`src/rtl/hash32_check.sv`:
```
// Receive-side checker for the 32-bit stream hash: folds a counted word stream
// into a running hash and compares it against a reference at end of stream.
module hash32_check #(
    parameter logic [31:0] INITIAL_VALUE = 32'h000014D6,
    parameter int unsigned COUNT_W       = 16
) (
    input  logic               clk,
    input  logic               reset_n,
    input  logic               start,
    input  logic [COUNT_W-1:0] num_words,
    input  logic [31:0]        expected_hash,
    input  logic               in_valid,
    input  logic [31:0]        in_data,
    input  logic               in_last,
    output logic               in_ready,
    output logic               busy,
    output logic               done,
    output logic               pass,
    output logic               len_err,
    output logic [31:0]        hash_value,
    output logic [COUNT_W-1:0] words_seen
);

    typedef enum logic [1:0] {IDLE, RUN, CMP, DONE} state_t;

    state_t             state;
    logic [COUNT_W-1:0] num_q;
    logic [31:0]        exp_q;
    logic [31:0]        hash_next;
    logic [COUNT_W-1:0] seen_next;
    logic               accept;
    logic               final_word;

    // Shift right with feedback of the dropped bit into bit 31 and taps 6,4,2,1,0.
    always_comb begin
        hash_next = {hash_value[0], hash_value[31:1]} ^ in_data
                  ^ (hash_value[0] ? 32'h0000_0057 : '0);
    end

    assign seen_next  = words_seen + COUNT_W'(1);
    assign final_word = (seen_next == num_q);
    assign in_ready   = (state == RUN);
    assign busy       = (state == RUN) || (state == CMP);
    assign accept     = in_valid && in_ready;

    always_ff @(posedge clk or negedge reset_n) begin
        if (!reset_n) begin
            state      <= IDLE;
            num_q      <= '0;
            exp_q      <= '0;
            done       <= 1'b0;
            pass       <= 1'b0;
            len_err    <= 1'b0;
            hash_value <= INITIAL_VALUE;
            words_seen <= '0;
        end else begin
            case (state)
                IDLE, DONE: begin
                    if (start) begin
                        hash_value <= INITIAL_VALUE;
                        words_seen <= '0;
                        len_err    <= 1'b0;
                        done       <= 1'b0;
                        pass       <= 1'b0;
                        num_q      <= num_words;
                        exp_q      <= expected_hash;
                        state      <= (num_words == '0) ? CMP : RUN;
                    end
                end
                RUN: begin
                    if (accept) begin
                        hash_value <= hash_next;
                        words_seen <= seen_next;
                        // in_last must coincide exactly with the counted final word.
                        if (final_word) begin
                            state <= CMP;
                            if (!in_last) len_err <= 1'b1;
                        end else if (in_last) begin
                            len_err <= 1'b1;
                        end
                    end
                end
                CMP: begin
                    pass  <= (hash_value == exp_q) && !len_err;
                    done  <= 1'b1;
                    state <= DONE;
                end
                default: state <= IDLE;
            endcase
        end
    end

endmodule
```
`config.mk`:
```
export PLATFORM = sky130hd
export DESIGN_NAME = hash32_check
export DESIGN_NICKNAME = d
export VERILOG_FILES = /design/src/rtl/hash32_check.sv
export SDC_FILE = /design/constraint.sdc
export NUM_CORES = 1
export LEC_CHECK = 0
export ABC_AREA = 1
export CAP_MARGIN = 30
export CORE_ASPECT_RATIO = 0.9
export CORE_MARGIN = 3
export CORE_UTILIZATION = 45
export CTS_BUF_LIST = sky130_fd_sc_hd__clkbuf_8
export CTS_CLUSTER_SIZE = 20
export DETAILED_ROUTE_END_ITERATION = 10
export DONT_BUFFER_PORTS = 1
export HOLD_SLACK_MARGIN = 0.03
export SLEW_MARGIN = 30
export SYNTH_ARGS = -nofsm -noshare
export SYNTH_HDL_FRONTEND = slang
export SYNTH_SLANG_ARGS = --single-unit
```
`constraint.sdc`:
```
create_clock -name clk -period 2.15 [get_ports clk]
set_input_delay 0.1075 -clock clk [delete_from_list [all_inputs] [get_ports clk]]
set_output_delay 0.1075 -clock clk [all_outputs]
set_load 0.01 [all_outputs]
```
After elaboration in Yosys (flattened, before gate mapping). Cells that the tools add are included.

Flip-flop bits (word level): 101. Input bits: 85.

Add/sub/neg operators: 1. Equal/unequal tests: 10. Multiplexer cells: 20. Bitwise operators: 2. Reduce and logical (&&, ||, !) cells: 14.

Operators with widths (count): 32-bit 2-to-1 mux (2); 32-bit one-hot mux with 2 select lines (1); 32-bit equality test (1); 16-bit 2-to-1 mux (2); 16-bit one-hot mux with 2 select lines (1); 32-bit bitwise XOR (1); 32-bit by 7-bit bitwise XOR with 32-bit output (1); 16-bit by 1-bit adder with 16-bit output (second input constant) (1); 16-bit equality test (1); 16-bit logical NOT (1); 2-bit 2-to-1 mux (4); 7-bit 2-to-1 mux (1); 1-bit one-hot mux with 2 select lines (3); 2-bit one-hot mux with 3 select lines (1); 3-bit AND reduction (2); 1-bit 2-to-1 mux (5); 5-bit AND reduction (1); 2-bit equality test (second input constant) (2); 2-bit by 1-bit != test with 1-bit output (second input constant) (2); 2-bit AND reduction (2); 2-bit nonzero test (2); 3-bit by 2-bit != test with 1-bit output (second input constant) (1); 3-bit != test (second input constant) (1); 2-bit by 1-bit equality test with 1-bit output (second input constant) (1); 6 further kinds (7).

Depth between registers and ports, before layout.
Depth after elaboration: 5. Gate-level depth with buffers: 15.

Worst setup path before layout. No wires, ideal clock.

Kind: flip-flop to flip-flop. From: register words_seen[0]. To: register state[0]. Data arrival time: 1.823 ns. Slack: 0.210 ns. Cell stages (with the launch flop): 15. Path buffers: 0. Clock period less this slack: 1.940 ns. Path through: dfrtp_1 ha_1 nand2_1 nor2_4 nand3_2 nand2_1 nand2_1 nand2_1 nand3_1 nor2_1 nand3_2 nand2_2 nand2_2 nand2_1 o21ai_2.

Longest elaborated chain between the ends: 4.

Ends and longest elaborated chain: start: declaration (line 21) `output logic [COUNT_W-1:0] words_seen`; start signal: assignment (line 73) `words_seen <= seen_next;`; 16-bit by 1-bit adder with 16-bit output (line 40) `assign seen_next = words_seen + COUNT_W'(1);`; 16-bit equality test (line 41) `assign final_word = (seen_next == num_q);`; 2-bit by 1-bit != test with 1-bit output (no source line); 3-bit AND reduction (no source line); end signal: assignment (line 67) `state <= (num_words == '0) ? CMP : RUN;`; end: declaration (line 26) `state_t state;`.

No other way between the ends. A chain may end at the register's enable or synchronous reset.

Worst setup path after layout.
From: register words_seen[1]. To: register len_err.

Longest elaborated chain between the ends: 5. Elaborated cells on any way between the ends: 8. Those cells by class: add/sub (1); eq/ne (3); mux (3); reduce/logical (1).

Ends and longest elaborated chain: 16-bit by 1-bit adder with 16-bit output (*) (line 40); 16-bit equality test (*) (line 41); 1-bit 2-to-1 mux (line 75) `if (final_word) begin`; 1-bit 2-to-1 mux (line 71) `if (accept) begin`; 1-bit one-hot mux with 2 select lines (line 57) `case (state)`; end signal: assignment (line 62) `len_err <= 1'b0;`; end signal: assignment (line 77) `if (!in_last) len_err <= 1'b1;`; end signal: assignment (line 79) `len_err <= 1'b1;`; end: declaration (line 19) `output logic len_err,`.

Every way passes the cells marked *; elsewhere a longest branch is shown, timed or not. The select of a mux whose other input is x is not followed.

==> key figures <==
Timing
  • Crit path time final: between 2 and 2.5 ns
  • Final setup fails: 0
  • Slew @ Worst Pin: around 0.45 ns
  • RSZ-0062 raised after global routing: yes
  • Final hold slack: -0.600 ns
  • Max transition margin: 0.698
  • Post-route clock skew: 0.0120 ns
  • Final hold violation count: slightly above 100
  • Period utilization: 0.949
  • Final worst slack: approximately 0.11 ns
  • FMAX: about 490 MHz
  • Slew Viols, Final: 0

Floorplanning
  • Die Width: roughly 120 um
  • Core area: around 12,000 um2
  • Full die area: roughly 14,000 um2
  • Site Rows: 37
  • Boundary Pins: ~140
  • Chip height: 111 um
  • Initial Util: 0.473

Yosys
  • Mux cell area share after synthesis: 0
  • Yosys warns: 0
  • Yosys cell types: 39
  • Largest family of logic cells by synthesized area: simple AND/OR/NAND/NOR gates
  • Post-Synth Simple-Gate Area: 0.269
  • Synth Instances: ~710
  • Synth Area in Compound Gates: 0.116
  • Post-Synthesis Cell Area: approximately 5500 um2
  • Yosys top cell area share: 0.424
  • Yosys top cell by area: dfrtp_1
  • Number of synthesized register bits: around 100
  • Post-synth ARST share: 1.00
  • Most used flip-flop cell after synthesis: dfrtp_1
  • Post-synthesis adder-cell area fraction: 0.00677
  • Seq/Total Area, Yosys: 0.457
  • Synth area leaders: dfrtp_1 (42%), nand2_1 (16%), inv_1 (5.9%)
  • Post-Synth XOR/XNOR Area: 0.0754
  • Post-synth EDFFs: 0
  • Syn Area/Cell: between 7 and 8 um2
  • Syn_nets: between 800 and 900

CTS
  • Clock Sinks: 101
  • H-tree depth: 3
  • Num CTS Buffers: 9
  • Clock transition at the registers of the reported paths: ~0.1 ns
  • CTS tree: done
  • Root buffer cell: clkbuf_8
  • Clock buffer depth: 2
  • Hold-fix buffers, CTS: slightly below 80
  • Clock Latency Late Sink: 0.39 ns

Power and ir drop
  • Pleak: ~3.3 nW
  • Clock power share: 0.157
  • Power density over the cells: between 1000 and 1500 nW/um2
  • Sequential power share: 0.381
  • Internal: 5.00 mW
  • Total power: between 8 and 9 mW
  • Combinational share of power: 0.462
  • Net Switching: ~4.0 mW
  • Sw frac: 0.443
  • VDD IR-drop max: slightly above 0.0009 V

Worst setup path
  • Reg2reg end: len_err$_DFFE_PN0P_
  • Crit path from: words_seen[1]$_DFFE_PN0P_
  • Worst setup EP type: flip-flop
  • Reg2Reg Depth: 14
  • Critical path's slowest cell: dfrtp_1
  • Worst path most repeated cell: nand2_1
  • Critical path class: flip-flop to flip-flop
  • CP arrival: ~2.3 ns
  • Critical Path Source Type: flip-flop
  • Worst path cell trace: ha_2 > nand2_2 > nor2_4 > nand4_1 > nand2_1 > nand2_1 > nand2_1 > nand2_1 > nor2_2 > nand3_2 > nand2_1 > nand3_1 > nand2_1 > nand2_1
  • CP max stage delay: about 0.4 ns
  • Worst r2r src: words_seen[1]$_DFFE_PN0P_
  • Critical Path Fanout Max: 8
  • CP required: 2.43 ns
  • Flop-to-flop setup slack: 0.11 ns

Cells and area
  • Layout cells sized above 1: 0.106
  • # diodes: 0
  • P&R area growth vs syn: 26.1%
  • Layout net count: 900

Drt
  • Initial drt markers: approximately 370
  • WL met2: around 8000 um
  • Drc violations: 0
  • Detailed Route WL: between 15,000 and 20,000 um
  • Wire per inst: around 16 um
  • Routed Antenna Nets: 0
  • Via-to-Cell Ratio: 5.25
  • Via count: around 5,100
  • First drt pass iteration count: 5
  • Max Used Layer: met4
  • Met3 wire length: about 1100 um
  • M1 wire length: ~6600 um

Place
  • Hpwl dp: approximately 11,000 um
  • RePlAce Congestion: 0.899
  • Worst slack, placed: around 0.072 ns
  • Port-buffer cells: 0

Global route
  • Initial antenna violation count: 0
  • Vias in the first global route: 5,142
  • Global Route Usage Sum: 0.240
  • Total gr overflow: 0
  • Largest net degree at the start of global routing: a little over 100
  • Global-route wire length before repair: 25,900 um

Run status
  • Status: finished, violations left
  • Failing checks: hold timing

Worst hold path
  • Hold Crit Class: input port to asynchronous set/reset pin

Run
  • Max Cap Viol: 0
## cell usage after synthesis (2+ instances only)
master / instances
nand2_1: 232
dfrtp_1: 94
inv_1: 87
o21ai_0: 64
nand3_1: 39
xnor2_1: 26
nor2_1: 24
nand4_1: 19
o22ai_1: 19
xor2_1: 19
clkbuf_1: 17
a21oi_1: 13
dfstp_2: 7
nor3_1: 6
o2111ai_1: 6
nor2_2: 4
ha_1: 3
nand2_2: 3
nand3_2: 3
o31ai_1: 3
inv_2: 2
nand2_4: 2
nand3b_1: 2
nor2_4: 2
nor2_8: 2
o22a_1: 2
## metal layers
layer / vias up / global-route usage
met5: - / 0
li1: 2499 / -
met1: 2396 / 0.297
met3: 33 / 0.0699
met2: 177 / 0.403
met4: 0 / 0.0768
## cell type report
cell class,instances,area (um2)
clock buffers,10,138
clock inverters,6,95.1
well taps,156,195
repair buffers,108,1050
fillers,997,4720
inverters,90,338
multi-input cells,502,2640
flip-flops and latches,101,2540
## worst max-delay path, delay by kind of cell (launching register included)
kind / cells / cell delay, ns
adder cells (fa/ha/maj): 1 / 0.23
flip-flops: 1 / 0.40
AND/OR/NAND/NOR: 13 / 1.30
## placed cells by master (no fill, tap or decap), types with 12 or more instances in the layout
cell type,instances
nor2_1,21
o22ai_1,19
buf_4,26
nand4_1,19
dlygate4sd3_1,78
nand3_1,38
xor2_1,19
dfrtp_1,91
xnor2_1,26
inv_1,88
o21ai_0,64
nand2_1,225
a21oi_1,12
## state kept, by name, summed over array words and instances, names as in the netlist
register    count
done            1
exp_q          32
hash_value     32
len_err         1
num_q          16
pass            1
state           2
words_seen     16
## stage by stage
step	hold slack [ns]	instance area, um2	setup TNS (ns)	utilization	cells
after CTS	-0.630	6900	0	0.589	967
after floorplan	-0.188	5540	0	-	713
final	-0.600	6990	0	0.597	973
after global placement	-0.184	5890	0	0.503	873
after global routing	-0.632	6990	-0.0650	0.597	973
after detailed placement	-0.185	5890	0	0.503	873
## power by group through the flow
stage | Clock, mW | Sequential [mW] | Combinational [mW]
after CTS | 1.46 | 3.42 | 4.04
after global routing | 1.52 | 3.53 | 4.64
after floorplan | 0 | 3.27 | 2.72
after global placement | 0 | 3.42 | 3.81
after detailed placement | 0 | 3.45 | 3.90
final | 1.41 | 3.42 | 4.15
## worst max path at each step
stage,to
3_3_place_gp,state[0]$_DFFE_PN0P_
2_1_floorplan,state[0]$_DFFE_PN0P_
4_1_cts,len_err$_DFFE_PN0P_
5_1_grt,len_err$_DFFE_PN0P_
3_5_place_dp,len_err$_DFFE_PN0P_
6_report,len_err$_DFFE_PN0P_
## kinds of logic after synthesis
kind of cell    count (synthesis)
buf+inv                       110
fa+ha+maj                       3
simple gates                  340
compound gates                113
xor+xnor                       46
flops                         101
## repair_timing
item | CTS | global route
hold endpoints to repair | 179 | 101
buffers inserted | 0 | 6
resized for setup | 0 | 16
endpoints found under the setup margin | 0 | 18
No activity file was read; power rests on OpenSTA's default activity.
